<file path="src/rtl/mem_write_manager.sv">
// Store write manager: turns a byte/half/word store into one or two
// lane-aligned write beats, splitting word-boundary crossings when allowed.
module mem_write_manager #(
  parameter bit ALLOW_MISALIGNED = 1'b1
) (
  input  logic        clk,
  input  logic        rst_n,
  input  logic        req_valid,
  output logic        req_ready,
  input  logic [31:0] addr,
  input  logic [31:0] wdata,
  input  logic [1:0]  size,
  output logic        mem_we,
  output logic [29:0] mem_addr,
  output logic [31:0] mem_wdata,
  output logic [3:0]  mem_be,
  input  logic        mem_ack,
  output logic        done,
  output logic        err
);

  typedef enum logic [1:0] {IDLE, BEAT0, BEAT1} state_t;

  state_t      r_state, w_state_next;
  logic        r_mem_we, w_mem_we_next;
  logic [29:0] r_mem_addr, w_mem_addr_next;
  logic [31:0] r_mem_wdata, w_mem_wdata_next;
  logic [3:0]  r_mem_be, w_mem_be_next;
  logic        r_done, w_done_next;
  logic        r_err, w_err_next;
  logic        r_span, w_span_next;
  logic [29:0] r_b1_addr, w_b1_addr_next;
  logic [31:0] r_b1_data, w_b1_data_next;
  logic [3:0]  r_b1_be, w_b1_be_next;

  logic [1:0]  w_off;
  logic [3:0]  w_size_mask;
  logic [7:0]  w_be_wide;
  logic [63:0] w_data_wide;
  logic [31:0] w_lane_lo, w_lane_hi;
  logic        w_span, w_reject;

  // Shift the request into an 8-lane window: lanes 0-3 form beat 0, 4-7 beat 1.
  assign w_off       = addr[1:0];
  assign w_size_mask = (size == 2'b00) ? 4'b0001 :
                       (size == 2'b01) ? 4'b0011 : 4'b1111;
  assign w_be_wide   = {4'b0000, w_size_mask} << w_off;
  assign w_data_wide = {32'h0, wdata} << {w_off, 3'b000};
  assign w_span      = |w_be_wide[7:4];
  assign w_reject    = (size == 2'b11) || (w_span && !ALLOW_MISALIGNED);

  genvar gi;
  generate
    for (gi = 0; gi < 4; gi++) begin : g_lane
      assign w_lane_lo[8*gi +: 8] = {8{w_be_wide[gi]}};
      assign w_lane_hi[8*gi +: 8] = {8{w_be_wide[gi+4]}};
    end
  endgenerate

  always_comb begin
    w_state_next     = r_state;
    w_mem_we_next    = r_mem_we;
    w_mem_addr_next  = r_mem_addr;
    w_mem_wdata_next = r_mem_wdata;
    w_mem_be_next    = r_mem_be;
    w_done_next      = 1'b0;
    w_err_next       = 1'b0;
    w_span_next      = r_span;
    w_b1_addr_next   = r_b1_addr;
    w_b1_data_next   = r_b1_data;
    w_b1_be_next     = r_b1_be;
    case (r_state)
      IDLE: begin
        if (req_valid) begin
          if (w_reject) begin
            w_err_next = 1'b1;
          end else begin
            w_state_next     = BEAT0;
            w_mem_we_next    = 1'b1;
            w_mem_addr_next  = addr[31:2];
            w_mem_be_next    = w_be_wide[3:0];
            w_mem_wdata_next = w_data_wide[31:0] & w_lane_lo;
            w_span_next      = w_span;
            w_b1_addr_next   = addr[31:2] + 30'd1;
            w_b1_be_next     = w_be_wide[7:4];
            w_b1_data_next   = w_data_wide[63:32] & w_lane_hi;
          end
        end
      end
      BEAT0: begin
        if (mem_ack) begin
          if (r_span) begin
            w_state_next     = BEAT1;
            w_mem_addr_next  = r_b1_addr;
            w_mem_be_next    = r_b1_be;
            w_mem_wdata_next = r_b1_data;
          end else begin
            w_state_next  = IDLE;
            w_mem_we_next = 1'b0;
            w_done_next   = 1'b1;
          end
        end
      end
      BEAT1: begin
        if (mem_ack) begin
          w_state_next  = IDLE;
          w_mem_we_next = 1'b0;
          w_done_next   = 1'b1;
        end
      end
      default: begin
        w_state_next  = IDLE;
        w_mem_we_next = 1'b0;
      end
    endcase
  end

  always_ff @(posedge clk) begin
    if (!rst_n) begin
      r_state     <= IDLE;
      r_mem_we    <= 1'b0;
      r_mem_addr  <= '0;
      r_mem_wdata <= '0;
      r_mem_be    <= '0;
      r_done      <= 1'b0;
      r_err       <= 1'b0;
      r_span      <= 1'b0;
      r_b1_addr   <= '0;
      r_b1_data   <= '0;
      r_b1_be     <= '0;
    end else begin
      r_state     <= w_state_next;
      r_mem_we    <= w_mem_we_next;
      r_mem_addr  <= w_mem_addr_next;
      r_mem_wdata <= w_mem_wdata_next;
      r_mem_be    <= w_mem_be_next;
      r_done      <= w_done_next;
      r_err       <= w_err_next;
      r_span      <= w_span_next;
      r_b1_addr   <= w_b1_addr_next;
      r_b1_data   <= w_b1_data_next;
      r_b1_be     <= w_b1_be_next;
    end
  end

  assign req_ready = (r_state == IDLE);
  assign mem_we    = r_mem_we;
  assign mem_addr  = r_mem_addr;
  assign mem_wdata = r_mem_wdata;
  assign mem_be    = r_mem_be;
  assign done      = r_done;
  assign err       = r_err;

endmodule
</file>
<file path="config.mk">
export PLATFORM = sky130hd
export DESIGN_NAME = mem_write_manager
export DESIGN_NICKNAME = d
export VERILOG_FILES = /design/src/rtl/mem_write_manager.sv
export SDC_FILE = /design/constraint.sdc
export NUM_CORES = 1
export LEC_CHECK = 0
export BUFFER_PORTS_ARGS = -buffer_cell sky130_fd_sc_hd__buf_4
export CAP_MARGIN = 20
export CORE_UTILIZATION = 49
export DETAILED_ROUTE_END_ITERATION = 16
export GPL_ROUTABILITY_DRIVEN = 1
export PLACE_DENSITY = 0.84
export REMOVE_ABC_BUFFERS = 1
export SYNTH_ARGS = -nofsm -noshare
export SYNTH_HDL_FRONTEND = slang
export SYNTH_SLANG_ARGS = --single-unit
</file>
<file path="constraint.sdc">
create_clock -name clk -period 1.8 [get_ports clk]
set_input_delay 0.18 -clock clk [delete_from_list [all_inputs] [get_ports clk]]
set_output_delay 0.18 -clock clk [all_outputs]
set_load 0.005 [all_outputs]
</file>
==> run summary <==
Most frequent cells after synthesis - dfxtp_1, nor2_1, a211oi_1, mux2i_1, a22oi_1
Clock Power Share - 35.0%
Clock transition at path regs - 0.06 ns
Setup CP Type - register to register
Iteration-0 DRC count of the detailed router - 770
Number of flops mapped to enable cells by yosys - 0
Final setup fails - 6
Min-Delay Path Class - input pin to register
Startpoint types - register
R2R depth - 9
Hold Path End - r_b1_data[23]
Setup ws final - -0.0981 ns
Reg2reg start - r_state[1]
Sequential share of power - 35.1%
Antenna violations before repair - 0
Worst Tran Pin Value - 0.544 ns
LEAKAGE - 3.48 nW
Total Wirelength - 20.8 mm
First-pass DRT Iterations - 6
Crit path from - r_state[1]
Fin crit share - 105%
Minimum clock period - 1.90 ns
Yosys top cell by area - dfxtp_1
Worst hold slack - 0.0291 ns
CP endpoint kind - register
Die W - 115 µm
Vias in the first global route - 5,840
F_max - 0.527 GHz
Cell area after synthesis - 6230 µm²
Global-route wire length before repair - 29.0 mm
Post-synth top area share - 41.4%
Outcome - finished with violations
Port Buf Inserts - 139
FF-to-FF setup slack - -0.1 ns
H-tree depth - 4
Number of I/O pins - 140
Netlist cell types - 47
Clock buffer depth - 2
Synth Warn # - 0
Vias - 6,569
Non-Filler Instances - 1,043
Gp weighted congestion - 0.879
Initial Util - 51.0%
Most common cell in the netlist - dfxtp_1
P&R area growth vs syn - 39.8%
Logic pwr share - 29.9%
Worst EP arrival - 2.21 ns
Seq/Total Area, Yosys - 41.4%
Final Hold Viols - 0
Clk sinks - 129
PwrDens - 1150 nW/µm²
Synth top area cells - dfxtp_1, a211oi_1, mux2i_1
Int Pwr - 6.96 mW
Switch share - 30.3%
Die Span Y - 115 µm
Core Area - 12,200 µm²
Slew margin rel. - 63.7%
Required time of the critical path - 2.12 ns
Flops & latches, synth - 129
Clock skew - 0.00746 ns
HPWL after DPL - 12.4 mm
Post-Syn Area per Cell - 8.90 µm²
Final Instance Area - 8710 µm²
Worst Hold Launch - wdata[31]
Hold Path Cell Cnt - 3
P_sw - 3.03 mW
Post-DR vias/cell - 6.30
Asr flop ratio synth - 0%
N_diodes - 0
Wire per inst - 20.0 µm
Dpl cell area - 7650 µm²
FP Rows - 40
RR Endpoint - mem_wdata[14]
Failing checks - setup timing
Final Max Slew Viols - 0
Share of cells above drive strength 1 - 33.3%
Post-Syn Instances - 700
Final net count - 938
GRT Overall Usage - 28.5%
Num CTS Buffers - 17
CP Max Fanout - 8
# fillers - 846
Primary FF master, synth - dfxtp_1
# DRC - 0
Die area - 13,200 µm²
Worst VDD drop - 0.665 mV
Clk_lat worst skew - 0.42 ns
CTS tree - yes
Placed Instances - 990
Maxcap violations - 0
Largest net degree at the start of global routing - 40
Tot Pwr - 9.99 mW
GRT overflow - 0
Layout Utilization - 71.3%
RSZ-0062 raised after global routing - yes
Root Buffer - clkbuf_16
Antenna Nets Post-Route - 0
## kinds of logic after synthesis
logic type / synth area share, %
xor gates and xnor gates: 1.55
adders and majority gates: 1.00
muxes: 10.9
AOI/OAI and AO/OA: 25.0
and+or+nand+nor: 15.0
DFF: 41.4
buffers and inverters: 5.14
## sequential cells by signal, summed over array words and instances (netlist names)
signal	flops
r_state	2
mem_wdata	32
mem_addr	30
r_b1_addr	30
mem_be	4
mem_we	1
r_span	1
r_b1_be	3
err	1
done	1
r_b1_data	24
## worst max-delay path by stage
| stage | depth (start not counted) | to | slack, ns |
|---|---|---|---|
| floorplan | 6 | mem_wdata[24] | -3.94 |
| global placement | 7 | mem_wdata[29] | -0.03 |
| detailed placement | 8 | mem_be[1] | -0.15 |
| CTS | 9 | mem_wdata[30] | 0.02 |
| global route | 9 | mem_wdata[14] | -0.12 |
| finish | 9 | mem_wdata[14] | -0.1 |
## layer usage
metal | track usage [%] | wire length [µm] | up-vias
li1 | - | - | 2959
met1 | 37.9 | 8440 | 3107
met2 | 45.1 | 9910 | 429
met3 | 4.64 | 1680 | 74
met4 | 14.1 | 788 | 0
met5 | 0 | 0 | -
## area by class of cell
| class | instances | area (µm²) | share of cell area, % |
|---|---|---|---|
| clock buffers | 17 | 425 | 4.88 |
| clock inverters | 14 | 166 | 1.91 |
| inverters | 14 | 55.1 | 0.632 |
| multi-input cells | 498 | 3470 | 39.8 |
| flip-flops and latches | 129 | 2580 | 29.7 |
| well taps | 168 | 210 | 2.41 |
| repair buffers | 203 | 1800 | 20.7 |
## metrics by stage
step	TNS [ns]	setup slack [ns]
floorplan	-257.55	-3.94
global placement	-0.112	-0.0252
detailed placement	-2.44	-0.146
CTS	0	0.0240
global route	-1.37	-0.118
finish	-0.162	-0.0981
## critical path: stages (launching register included)
cell and delay, ns:
dfxtp_2 0.35, inv_4 0.06, ha_4 0.18, nand2b_4 0.15, a221oi_4 0.28, buf_6 0.15
buf_12 0.14, buf_4 0.14, nor2_1 0.06, a211oi_2 0.27
## cell usage in the layout (no fill, tap or decap), types with 7 or more instances in the layout
cell         n
a211oi_1    54
a211oi_2     7
a21oi_1     34
a22o_1      14
a22oi_1     40
a31oi_1     12
buf_12       7
buf_4      177
buf_6        9
clkbuf_16   23
dfxtp_1    127
inv_1       10
mux2_2      23
mux2i_1     42
nand2_1     26
nand3_1     20
nand4_1      9
nor2_1      81
o21ai_0     31
o31ai_1      9
or4_1       12
xnor2_1      7
## what timing repair did
action                                 in CTS  in global routing
pin swaps                                   2                 38
setup buffers                               5                  9
hold buffers                                1                  0
resized for setup                          13                 31
endpoints found under the hold margin       1                  0
cloned                                      1                  8
setup endpoints to repair                  65                 75
## power by group through the flow
stage	Clock (mW)	Combinational [mW]	Sequential [mW]
after global placement	0	2.32	3.53
final	3.49	2.99	3.50
after global routing	3.66	3.17	3.54
after floorplan	0	1.18	3.52
after CTS	3.49	2.53	3.48
after detailed placement	0	2.39	3.54
No activity file was read; power rests on OpenSTA's default activity.
